[src/rtl/pipelined_control_unit_if.sv]
// Handshake/bus bundle for pipelined_control_unit.
// The master (fetch side / bench) drives instr_valid, instruction, stall, flush,
// flags_we and flags_in. The slave (the decoder) drives flags_q, ex_valid,
// cond_pass, the datapath controls and alu_operation.
interface pipelined_control_unit_if #(
  parameter int ALU_OP_WIDTH = 4
);
  logic                    instr_valid;
  logic [31:0]             instruction;
  logic                    stall;
  logic                    flush;
  logic                    flags_we;
  logic [3:0]              flags_in;
  logic [3:0]              flags_q;
  logic                    ex_valid;
  logic                    cond_pass;
  logic                    reg_write_enable;
  logic                    mem_write_enable;
  logic                    mem_to_reg_select;
  logic                    alu_source_select;
  logic                    status_bit;
  logic                    pc_source_select;
  logic                    link_enable;
  logic [ALU_OP_WIDTH-1:0] alu_operation;

  modport master (
    output instr_valid, instruction, stall, flush, flags_we, flags_in,
    input  flags_q, ex_valid, cond_pass, reg_write_enable, mem_write_enable,
           mem_to_reg_select, alu_source_select, status_bit, pc_source_select,
           link_enable, alu_operation
  );

  modport slave (
    input  instr_valid, instruction, stall, flush, flags_we, flags_in,
    output flags_q, ex_valid, cond_pass, reg_write_enable, mem_write_enable,
           mem_to_reg_select, alu_source_select, status_bit, pc_source_select,
           link_enable, alu_operation
  );
endinterface

[src/rtl/pipelined_control_unit.sv]
// Condition-aware ARM instruction decoder with an NZCV flag register and a
// one-entry ID/EX control register (stall / flush).
// Ports:
//   clk    - system clock, rising edge
//   rst_n  - asynchronous active-low reset
//   bus    - pipelined_control_unit_if.slave: instruction in, flag update in,
//            stall/flush in; registered controls, ex_valid, cond_pass and
//            flags_q out
module pipelined_control_unit #(
  parameter int ALU_OP_WIDTH = 4,
  parameter bit COND_ENABLE  = 1'b1
) (
  input  logic                         clk,
  input  logic                         rst_n,
  pipelined_control_unit_if.slave      bus
);

  typedef struct packed {
    logic                    cond_pass;
    logic                    reg_write_enable;
    logic                    mem_write_enable;
    logic                    mem_to_reg_select;
    logic                    alu_source_select;
    logic                    status_bit;
    logic                    pc_source_select;
    logic                    link_enable;
    logic [ALU_OP_WIDTH-1:0] alu_operation;
  } ctrl_t;

  logic [3:0] flags_q;
  logic [3:0] flags_eff;
  logic       cond_ok;
  logic       ex_valid_q;
  ctrl_t      dec;
  ctrl_t      ex_q;

  // Bypass: a flag write in this cycle is already visible to this decode.
  assign flags_eff = bus.flags_we ? bus.flags_in : flags_q;

  always_comb begin
    logic n, z, c, v;
    {n, z, c, v} = flags_eff;
    cond_ok = 1'b1;
    if (COND_ENABLE) begin
      case (bus.instruction[31:28])
        4'h0: cond_ok = z;
        4'h1: cond_ok = !z;
        4'h2: cond_ok = c;
        4'h3: cond_ok = !c;
        4'h4: cond_ok = n;
        4'h5: cond_ok = !n;
        4'h6: cond_ok = v;
        4'h7: cond_ok = !v;
        4'h8: cond_ok = c && !z;
        4'h9: cond_ok = !c || z;
        4'hA: cond_ok = (n == v);
        4'hB: cond_ok = (n != v);
        4'hC: cond_ok = !z && (n == v);
        4'hD: cond_ok = z || (n != v);
        4'hE: cond_ok = 1'b1;
        default: cond_ok = 1'b0;
      endcase
    end
  end

  always_comb begin
    logic [3:0] opcode;
    opcode = bus.instruction[24:21];
    dec = '0;
    case (bus.instruction[27:26])
      2'b00: begin
        dec.alu_operation[3:0] = opcode;
        dec.alu_source_select  = bus.instruction[25];
        // TST/TEQ/CMP/CMN only set flags, never write a register.
        if (opcode[3:2] == 2'b10) begin
          dec.status_bit = 1'b1;
        end else begin
          dec.reg_write_enable = 1'b1;
          dec.status_bit       = bus.instruction[20];
        end
      end
      2'b01: begin
        dec.alu_source_select  = 1'b1;
        dec.alu_operation[3:0] = bus.instruction[23] ? 4'b0100 : 4'b0010;
        if (bus.instruction[20]) begin
          dec.reg_write_enable  = 1'b1;
          dec.mem_to_reg_select = 1'b1;
        end else begin
          dec.mem_write_enable = 1'b1;
        end
      end
      2'b10: begin
        dec.pc_source_select   = 1'b1;
        dec.link_enable        = bus.instruction[24];
        dec.alu_operation[3:0] = 4'b0100;
      end
      default: dec = '0;
    endcase

    dec.cond_pass = cond_ok;
    // A failing condition keeps the slot occupied but removes all side effects.
    if (!cond_ok) begin
      dec.reg_write_enable = 1'b0;
      dec.mem_write_enable = 1'b0;
      dec.status_bit       = 1'b0;
      dec.pc_source_select = 1'b0;
      dec.link_enable      = 1'b0;
    end

    if (bus.instruction == 32'h0) begin
      dec = '0;
    end
  end

  always_ff @(posedge clk or negedge rst_n) begin
    if (!rst_n) begin
      flags_q <= 4'b0000;
    end else if (bus.flags_we) begin
      flags_q <= bus.flags_in;
    end
  end

  always_ff @(posedge clk or negedge rst_n) begin
    if (!rst_n) begin
      ex_valid_q <= 1'b0;
      ex_q       <= '0;
    end else if (bus.flush) begin
      ex_valid_q <= 1'b0;
      ex_q       <= '0;
    end else if (!bus.stall) begin
      ex_valid_q <= bus.instr_valid;
      ex_q       <= bus.instr_valid ? dec : '0;
    end
  end

  assign bus.flags_q           = flags_q;
  assign bus.ex_valid          = ex_valid_q;
  assign bus.cond_pass         = ex_q.cond_pass;
  assign bus.reg_write_enable  = ex_q.reg_write_enable;
  assign bus.mem_write_enable  = ex_q.mem_write_enable;
  assign bus.mem_to_reg_select = ex_q.mem_to_reg_select;
  assign bus.alu_source_select = ex_q.alu_source_select;
  assign bus.status_bit        = ex_q.status_bit;
  assign bus.pc_source_select  = ex_q.pc_source_select;
  assign bus.link_enable       = ex_q.link_enable;
  assign bus.alu_operation     = ex_q.alu_operation;

endmodule
[src/flat_wrapper.sv]
// flat-port wrapper written by rule: the top's interface ports become plain ports
module pipelined_control_unit_flat 
#(
  parameter int ALU_OP_WIDTH = 4,
  parameter bit COND_ENABLE  = 1'b1
)
  (clk, rst_n, bus_instr_valid, bus_instruction, bus_stall, bus_flush, bus_flags_we, bus_flags_in, bus_flags_q, bus_ex_valid, bus_cond_pass, bus_reg_write_enable, bus_mem_write_enable, bus_mem_to_reg_select, bus_alu_source_select, bus_status_bit, bus_pc_source_select, bus_link_enable, bus_alu_operation);
  pipelined_control_unit_if #(.ALU_OP_WIDTH(ALU_OP_WIDTH)) bus_i ();
  input  logic clk;
  input  logic rst_n;
  input wire logic [$bits(bus_i.instr_valid)-1:0] bus_instr_valid;
  input wire logic [$bits(bus_i.instruction)-1:0] bus_instruction;
  input wire logic [$bits(bus_i.stall)-1:0] bus_stall;
  input wire logic [$bits(bus_i.flush)-1:0] bus_flush;
  input wire logic [$bits(bus_i.flags_we)-1:0] bus_flags_we;
  input wire logic [$bits(bus_i.flags_in)-1:0] bus_flags_in;
  output wire logic [$bits(bus_i.flags_q)-1:0] bus_flags_q;
  output wire logic [$bits(bus_i.ex_valid)-1:0] bus_ex_valid;
  output wire logic [$bits(bus_i.cond_pass)-1:0] bus_cond_pass;
  output wire logic [$bits(bus_i.reg_write_enable)-1:0] bus_reg_write_enable;
  output wire logic [$bits(bus_i.mem_write_enable)-1:0] bus_mem_write_enable;
  output wire logic [$bits(bus_i.mem_to_reg_select)-1:0] bus_mem_to_reg_select;
  output wire logic [$bits(bus_i.alu_source_select)-1:0] bus_alu_source_select;
  output wire logic [$bits(bus_i.status_bit)-1:0] bus_status_bit;
  output wire logic [$bits(bus_i.pc_source_select)-1:0] bus_pc_source_select;
  output wire logic [$bits(bus_i.link_enable)-1:0] bus_link_enable;
  output wire logic [$bits(bus_i.alu_operation)-1:0] bus_alu_operation;
  assign bus_i.instr_valid = bus_instr_valid;
  assign bus_i.instruction = bus_instruction;
  assign bus_i.stall = bus_stall;
  assign bus_i.flush = bus_flush;
  assign bus_i.flags_we = bus_flags_we;
  assign bus_i.flags_in = bus_flags_in;
  assign bus_flags_q = bus_i.flags_q;
  assign bus_ex_valid = bus_i.ex_valid;
  assign bus_cond_pass = bus_i.cond_pass;
  assign bus_reg_write_enable = bus_i.reg_write_enable;
  assign bus_mem_write_enable = bus_i.mem_write_enable;
  assign bus_mem_to_reg_select = bus_i.mem_to_reg_select;
  assign bus_alu_source_select = bus_i.alu_source_select;
  assign bus_status_bit = bus_i.status_bit;
  assign bus_pc_source_select = bus_i.pc_source_select;
  assign bus_link_enable = bus_i.link_enable;
  assign bus_alu_operation = bus_i.alu_operation;
  pipelined_control_unit #(.ALU_OP_WIDTH(ALU_OP_WIDTH), .COND_ENABLE(COND_ENABLE)) u_core (.clk(clk), .rst_n(rst_n), .bus(bus_i));
endmodule
[config.mk]
export PLATFORM = sky130hd
export DESIGN_NAME = pipelined_control_unit_flat
export DESIGN_NICKNAME = d
export VERILOG_FILES = /design/src/rtl/pipelined_control_unit_if.sv /design/src/rtl/pipelined_control_unit.sv /design/src/flat_wrapper.sv
export SDC_FILE = /design/constraint.sdc
export NUM_CORES = 1
export LEC_CHECK = 0
export BUFFER_PORTS_ARGS = -buffer_cell sky130_fd_sc_hd__buf_2
export CORE_MARGIN = 2
export CORE_UTILIZATION = 43
export DETAILED_ROUTE_END_ITERATION = 8
export HOLD_SLACK_MARGIN = 0.15
export PLACE_DENSITY = 0.79
export SYNTH_ARGS = -nofsm -noshare
export SYNTH_HDL_FRONTEND = slang
export SYNTH_SLANG_ARGS = --single-unit
export TNS_END_PERCENT = 10
[constraint.sdc]
create_clock -name clk -period 2.2 [get_ports clk]
set_clock_uncertainty 0.15 [all_clocks]
set_input_delay 0.33 -clock clk [delete_from_list [all_inputs] [get_ports clk]]
set_output_delay 0.33 -clock clk [all_outputs]
set_load 0.03 [all_outputs]
* Word-level counts from Yosys, hierarchy flattened
Index checks and enable logic that the tools add are counted.
** Word-level totals
- Register bits after elaboration :: 17
- Input bits :: 42
- Output and inout port bits :: 17
- Logic and storage cells :: 63
** Operators by class
- Equal/unequal tests :: 20
- Mux-type cells :: 21
- Reduce and logical (&&, ||, !) cells :: 11
** Operator list (count)
- two-way mux 12 bit :: 4
- zero test 32 bit :: 1
- == test 4 bit, second input constant :: 7
- == test 4 x 3 -> 1 bit, second input constant :: 4
- one-hot mux 1 bit (15 select lines) :: 1
- one-hot mux 4 bit (3 select lines) :: 1
- == test 4 x 2 -> 1 bit, second input constant :: 2
- two-way mux 1 bit :: 7
- two-way mux 2 bit :: 3
- two-way mux 3 bit :: 2
- == test 2 bit, second input constant :: 2
- == test 4 x 1 -> 1 bit, second input constant :: 1
- zero test 1 bit :: 4
- zero test 4 bit :: 1
- two-way mux 4 bit :: 1
- one-hot mux 1 bit (2 select lines) :: 2
- == test 2 x 1 -> 1 bit, second input constant :: 1
- logical AND 1 bit :: 2
- zero test 2 bit :: 1
- logical OR 1 bit :: 2
- inequality test 2 x 1 -> 1 bit, second input constant :: 1
- == test 1 bit :: 1
- inequality test 1 bit :: 1

* Depth between registers and ports, before layout
- Depth in word-level cells :: 9
- Gate-level depth with buffers :: 8

* Least setup slack after synthesis
No wires, ideal clock.
- Path type :: reg-to-reg
- From :: reg u_core.flags_q[0], in the netlist u_core.bus.flags_q[0]
- To :: reg u_core.ex_q, in the netlist u_core.bus.reg_write_enable
- Library setup time :: 0.090 ns
- Arrival :: 1.662 ns
- Required time :: 1.960 ns
- Path slack :: 0.298 ns
- Stages on the path, launching flop included :: 7
- Buffers on the path :: 0
- Period minus slack after synthesis :: 1.902 ns
- Cells stage by stage :: dfrtp_1 > mux2_4 > mux2i_1 > nand3_1 > a21o_1 > a41o_4 > o31ai_4
** On the way
- Word-level cells in the longest chain between the ends :: 9
- Elaborated cells on any way between the ends :: 12
** Ends and longest elaborated chain
- start: declaration :: line pipelined_control_unit.sv:30 : logic [3:0] flags_q;
- start signal: assignment :: line pipelined_control_unit.sv:119 : flags_q <= bus.flags_in;
- two-way mux 4 bit (*)
- via u_core.flags_eff[0] :: line pipelined_control_unit.sv:31 : logic [3:0] flags_eff;
- inequality test 1 bit / == test 1 bit (equally long branches)
- logical OR 1 bit / logical AND 1 bit (equally long branches) :: line pipelined_control_unit.sv:59, pipelined_control_unit.sv:58
- one-hot mux 1 bit (15 select lines) (*) :: line pipelined_control_unit.sv:45 : case (bus.instruction[31:28])
- two-way mux 2 bit (*) :: line pipelined_control_unit.sv:102 : if (!cond_ok) begin
- two-way mux 12 bit (*) :: line pipelined_control_unit.sv:110 : if (bus.instruction == 32'h0) begin
- two-way mux 12 bit (*) :: line pipelined_control_unit.sv:132 : ex_q <= bus.instr_valid ? dec : '0;
- two-way mux 12 bit (*) :: line pipelined_control_unit.sv:130 : end else if (!bus.stall) begin
- two-way mux 12 bit (*) :: line pipelined_control_unit.sv:127 : end else if (bus.flush) begin
- end signal: assignment :: line pipelined_control_unit.sv:132
- end: declaration :: line pipelined_control_unit.sv:35 : ctrl_t ex_q;
The timed path passes the listed nets; every way through them passes the cells marked *. The select of a mux whose other input is x is not followed.
A chain may end at the register's enable or synchronous reset.

* Worst setup path after layout
- From :: in bus_instruction[21]
- To :: reg u_core.ex_q, in the netlist u_core.bus.status_bit
** On the way
- Word-level cells in the longest chain between the ends :: 5
** Ends and longest elaborated chain
- start: declaration :: line flat_wrapper.sv:12 : input wire logic [$bits(bus_i.instruction)-1:0] bus_instruction;
- zero test 32 bit :: line pipelined_control_unit.sv:110
- two-way mux 12 bit :: line pipelined_control_unit.sv:110
- two-way mux 12 bit :: line pipelined_control_unit.sv:132
- two-way mux 12 bit :: line pipelined_control_unit.sv:130
- two-way mux 12 bit :: line pipelined_control_unit.sv:127
No other way between the ends. The select of a mux whose other input is x is not followed.

==> metrics.txt <==
number of synthesized flops with an enable pin 0; number of H-tree levels 1; number of hold violations in the final report 0; clock insertion delay at the later pin of the skew report approximately 290 ps; port buffer count 58; worst hold slack across all endpoints approximately 160 ps; Crit Path Max Fanout 6; Post-Place Cells between 150 and 200; vias post-DR approximately 1100; min cycle time layout 1972 ps; DRT iter0 DRCs 29; number of nets produced by synthesis 151; Final Cycle Share about nine tenths; IR Drop Worst-Case VDD about 0.30 mV; total number of yosys warnings 0; aggregate negative setup slack 0 ps; clock tree buffer depth 2; worst path arrival time ~2000 ps; Total GRT Usage 20.10%; residual antenna-violating net count after detailed routing 0; transition at the pin with the smallest max-transition slack ~800 ps; sequential element share of the synthesized area between 40% and 50%; clock transition at the registers of the reported paths 110 ps; Finished Cell Area between 1000 and 1500 sq um; weighted congestion at the end of routability-driven global placement 0.8261; dpl hpwl 1956 um; cell count of the worst hold path 2; Cell Pwr Density 493.8 nW/um^2; global route total overflow 0; number of setup violations in the final report 0; share of cells above drive strength 1 between 40% and 50%; final non-filler cell total 198; most common flop cell mapped by yosys sky130_fd_sc_hd__dfrtp_1; die width 52.52 um; top cell types by occurrence after synthesis sky130_fd_sc_hd__dfrtp_1, sky130_fd_sc_hd__nand2_1, sky130_fd_sc_hd__nor2_1, sky130_fd_sc_hd__nor4_1; count of cell types in the netlist 33; RSZ-0062 raised after global routing no; Clock Root Buffer sky130_fd_sc_hd__clkbuf_4; top cells by area in the synthesized netlist sky130_fd_sc_hd__dfrtp_1, sky130_fd_sc_hd__nand2_1, sky130_fd_sc_hd__mux2i_1; Fmax achieved 507.2 MHz; Starting Density a little under half; type of element capturing the critical path register; area of the mapped netlist a little over 1000 sq um; mean post-synth cell area 9.286 sq um; routed wire length around 2500 um; Reg2Reg Launch Point u_core.bus.flags_q[3]; Setup crit start kind primary input; CTS sink count 17; cells on worst reg2reg path 6; average wire per standard cell between 10 and 15 um; gate count after technology mapping 109; Max Slew Vio Count 0; required time worst endpoint about 2200 ps; Area after DPL 1306 sq um; sink of the worst hold path u_core.bus.alu_operation[3]; Worst Setup Slack, final around 230 ps; top-level I/O count between 50 and 60; number of diodes added for antenna fixing 0; DP Worst Slack roughly 130 ps; post-layout net count 213; number of optimization iterations in the first detailed-route pass 5; maximum number of pins on one net before global-route repair 18; Rows 17; global-route wire length before repair approximately 4200 um; run status finished, final reports clean; post-DR vias/cell approximately 5.4; leakage dissipation roughly 0.00072 uW; fraction of post-synthesis cell area in the top cell type by area 42.03%; number of global-route vias before repair around 1000; clock tree from TritonCTS done; floorplan core area between 2000 and 2500 sq um; worst relative slew slack 46.86%; chip height 52.52 um; critical hold path startpoint bus_instruction[24]; synthesis-to-layout area growth 36.71%; Die Area about 2800 sq um; post-synthesis cell type with the largest combined area sky130_fd_sc_hd__dfrtp_1; asr flop ratio synth between 90% and 100%; worst reg2reg path endpoint u_core.bus.status_bit; r2r setup slk roughly 300 ps; DRC 0; Yosys reg bits 17; number of antenna violations at the first check in global routing 0; Hold Path Class in -> reg; max-capacitance violation count 0; path type of the worst setup path in -> reg; number of clock buffers inserted by TritonCTS 3
-- metrics by stage --
step	power (uW)	utilization, %
after floorplan	442.1	-
after global placement	508.9	59.05
after detailed placement	514.2	59.05
after CTS	688.7	62.56
after global routing	717.6	62.56
final	683.3	62.56
-- layer usage --
metal  share of wire, %  vias up  track usage, %
met5                  0        -               0
met4                1.2        0           6.410
met3                7.5        6           2.857
met2                 48       52           35.00
met1                 43      483           25.41
li1                   -      521               -
-- power breakdown --
| group | total, uW | switching, uW | internal, uW | leakage (uW) |
|---|---|---|---|---|
| combinational | 182 | 105 | 76.6 | 0.000474 |
| clock | 169 | 101 | 67.6 | 0.0000177 |
| sequential | 333 | 7.59 | 325 | 0.000226 |
| total | 683 | 214 | 469 | 0.000718 |
-- cell type report --
class / count / area, sq um
well taps: 28 / 35.03
flip-flops and latches: 17 / 425.4
clock buffers: 3 / 22.52
repair buffers: 64 / 347.8
multi-input cells: 82 / 536.8
inverters: 3 / 11.26
fillers: 213 / 828.3
clock inverters: 1 / 5.005
-- logic make-up after synthesis --
family	after synthesis	synth area share (%)
AND/OR/NAND/NOR	47	22.87
AO/OA/AOI/OAI	25	19.41
flip-flops	17	42.03
buffers and inverters	10	4.944
multiplexers	8	9.024
XOR/XNOR	2	1.731
-- what timing repair did --
item	in CTS	in global routing
endpoints found under the hold margin	20	0
hold buffers	5	0
resized for setup	0	1
setup endpoints to repair	0	10
buffers inserted	0	0
-- how the worst max path moves through the flow --
stage	startpoint	end	cells past startpoint
6_report	bus_instruction[21]	u_core.bus.status_bit	8
5_1_grt	bus_instruction[21]	u_core.bus.status_bit	8
4_1_cts	bus_instruction[21]	u_core.bus.mem_to_reg_select	7
3_5_place_dp	bus_instruction[27]	u_core.bus.mem_to_reg_select	6
3_3_place_gp	bus_instruction[27]	u_core.bus.mem_to_reg_select	6
2_1_floorplan	u_core.bus.flags_q[0]	u_core.bus.reg_write_enable	6
-- worst max-delay path, stage by stage --
cell	delay [ps]
sky130_fd_sc_hd__dlygate4sd3_1	530
sky130_fd_sc_hd__buf_2	130
sky130_fd_sc_hd__nor4_1	220
sky130_fd_sc_hd__nand4_1	120
sky130_fd_sc_hd__o21ai_1	290
sky130_fd_sc_hd__a41o_1	160
sky130_fd_sc_hd__a41o_4	150
sky130_fd_sc_hd__o21ai_1	80
-- cell usage in the layout (no fill, tap or decap), types with 2 or more instances in the layout --
master	count
sky130_fd_sc_hd__a21oi_1	5
sky130_fd_sc_hd__a22o_1	3
sky130_fd_sc_hd__mux2i_1	5
sky130_fd_sc_hd__nand2_1	17
sky130_fd_sc_hd__o21ai_0	4
sky130_fd_sc_hd__nor4_1	8
sky130_fd_sc_hd__dfrtp_1	17
sky130_fd_sc_hd__nand4_1	2
sky130_fd_sc_hd__buf_2	58
sky130_fd_sc_hd__xor2_1	2
sky130_fd_sc_hd__nor3b_1	3
sky130_fd_sc_hd__mux2_4	2
sky130_fd_sc_hd__inv_1	3
sky130_fd_sc_hd__nor2b_1	2
sky130_fd_sc_hd__nor2_1	8
sky130_fd_sc_hd__dlygate4sd3_1	5
sky130_fd_sc_hd__o21ai_1	4
sky130_fd_sc_hd__nor3_1	4
sky130_fd_sc_hd__clkbuf_4	3
(Power assumes the default switching activity.)
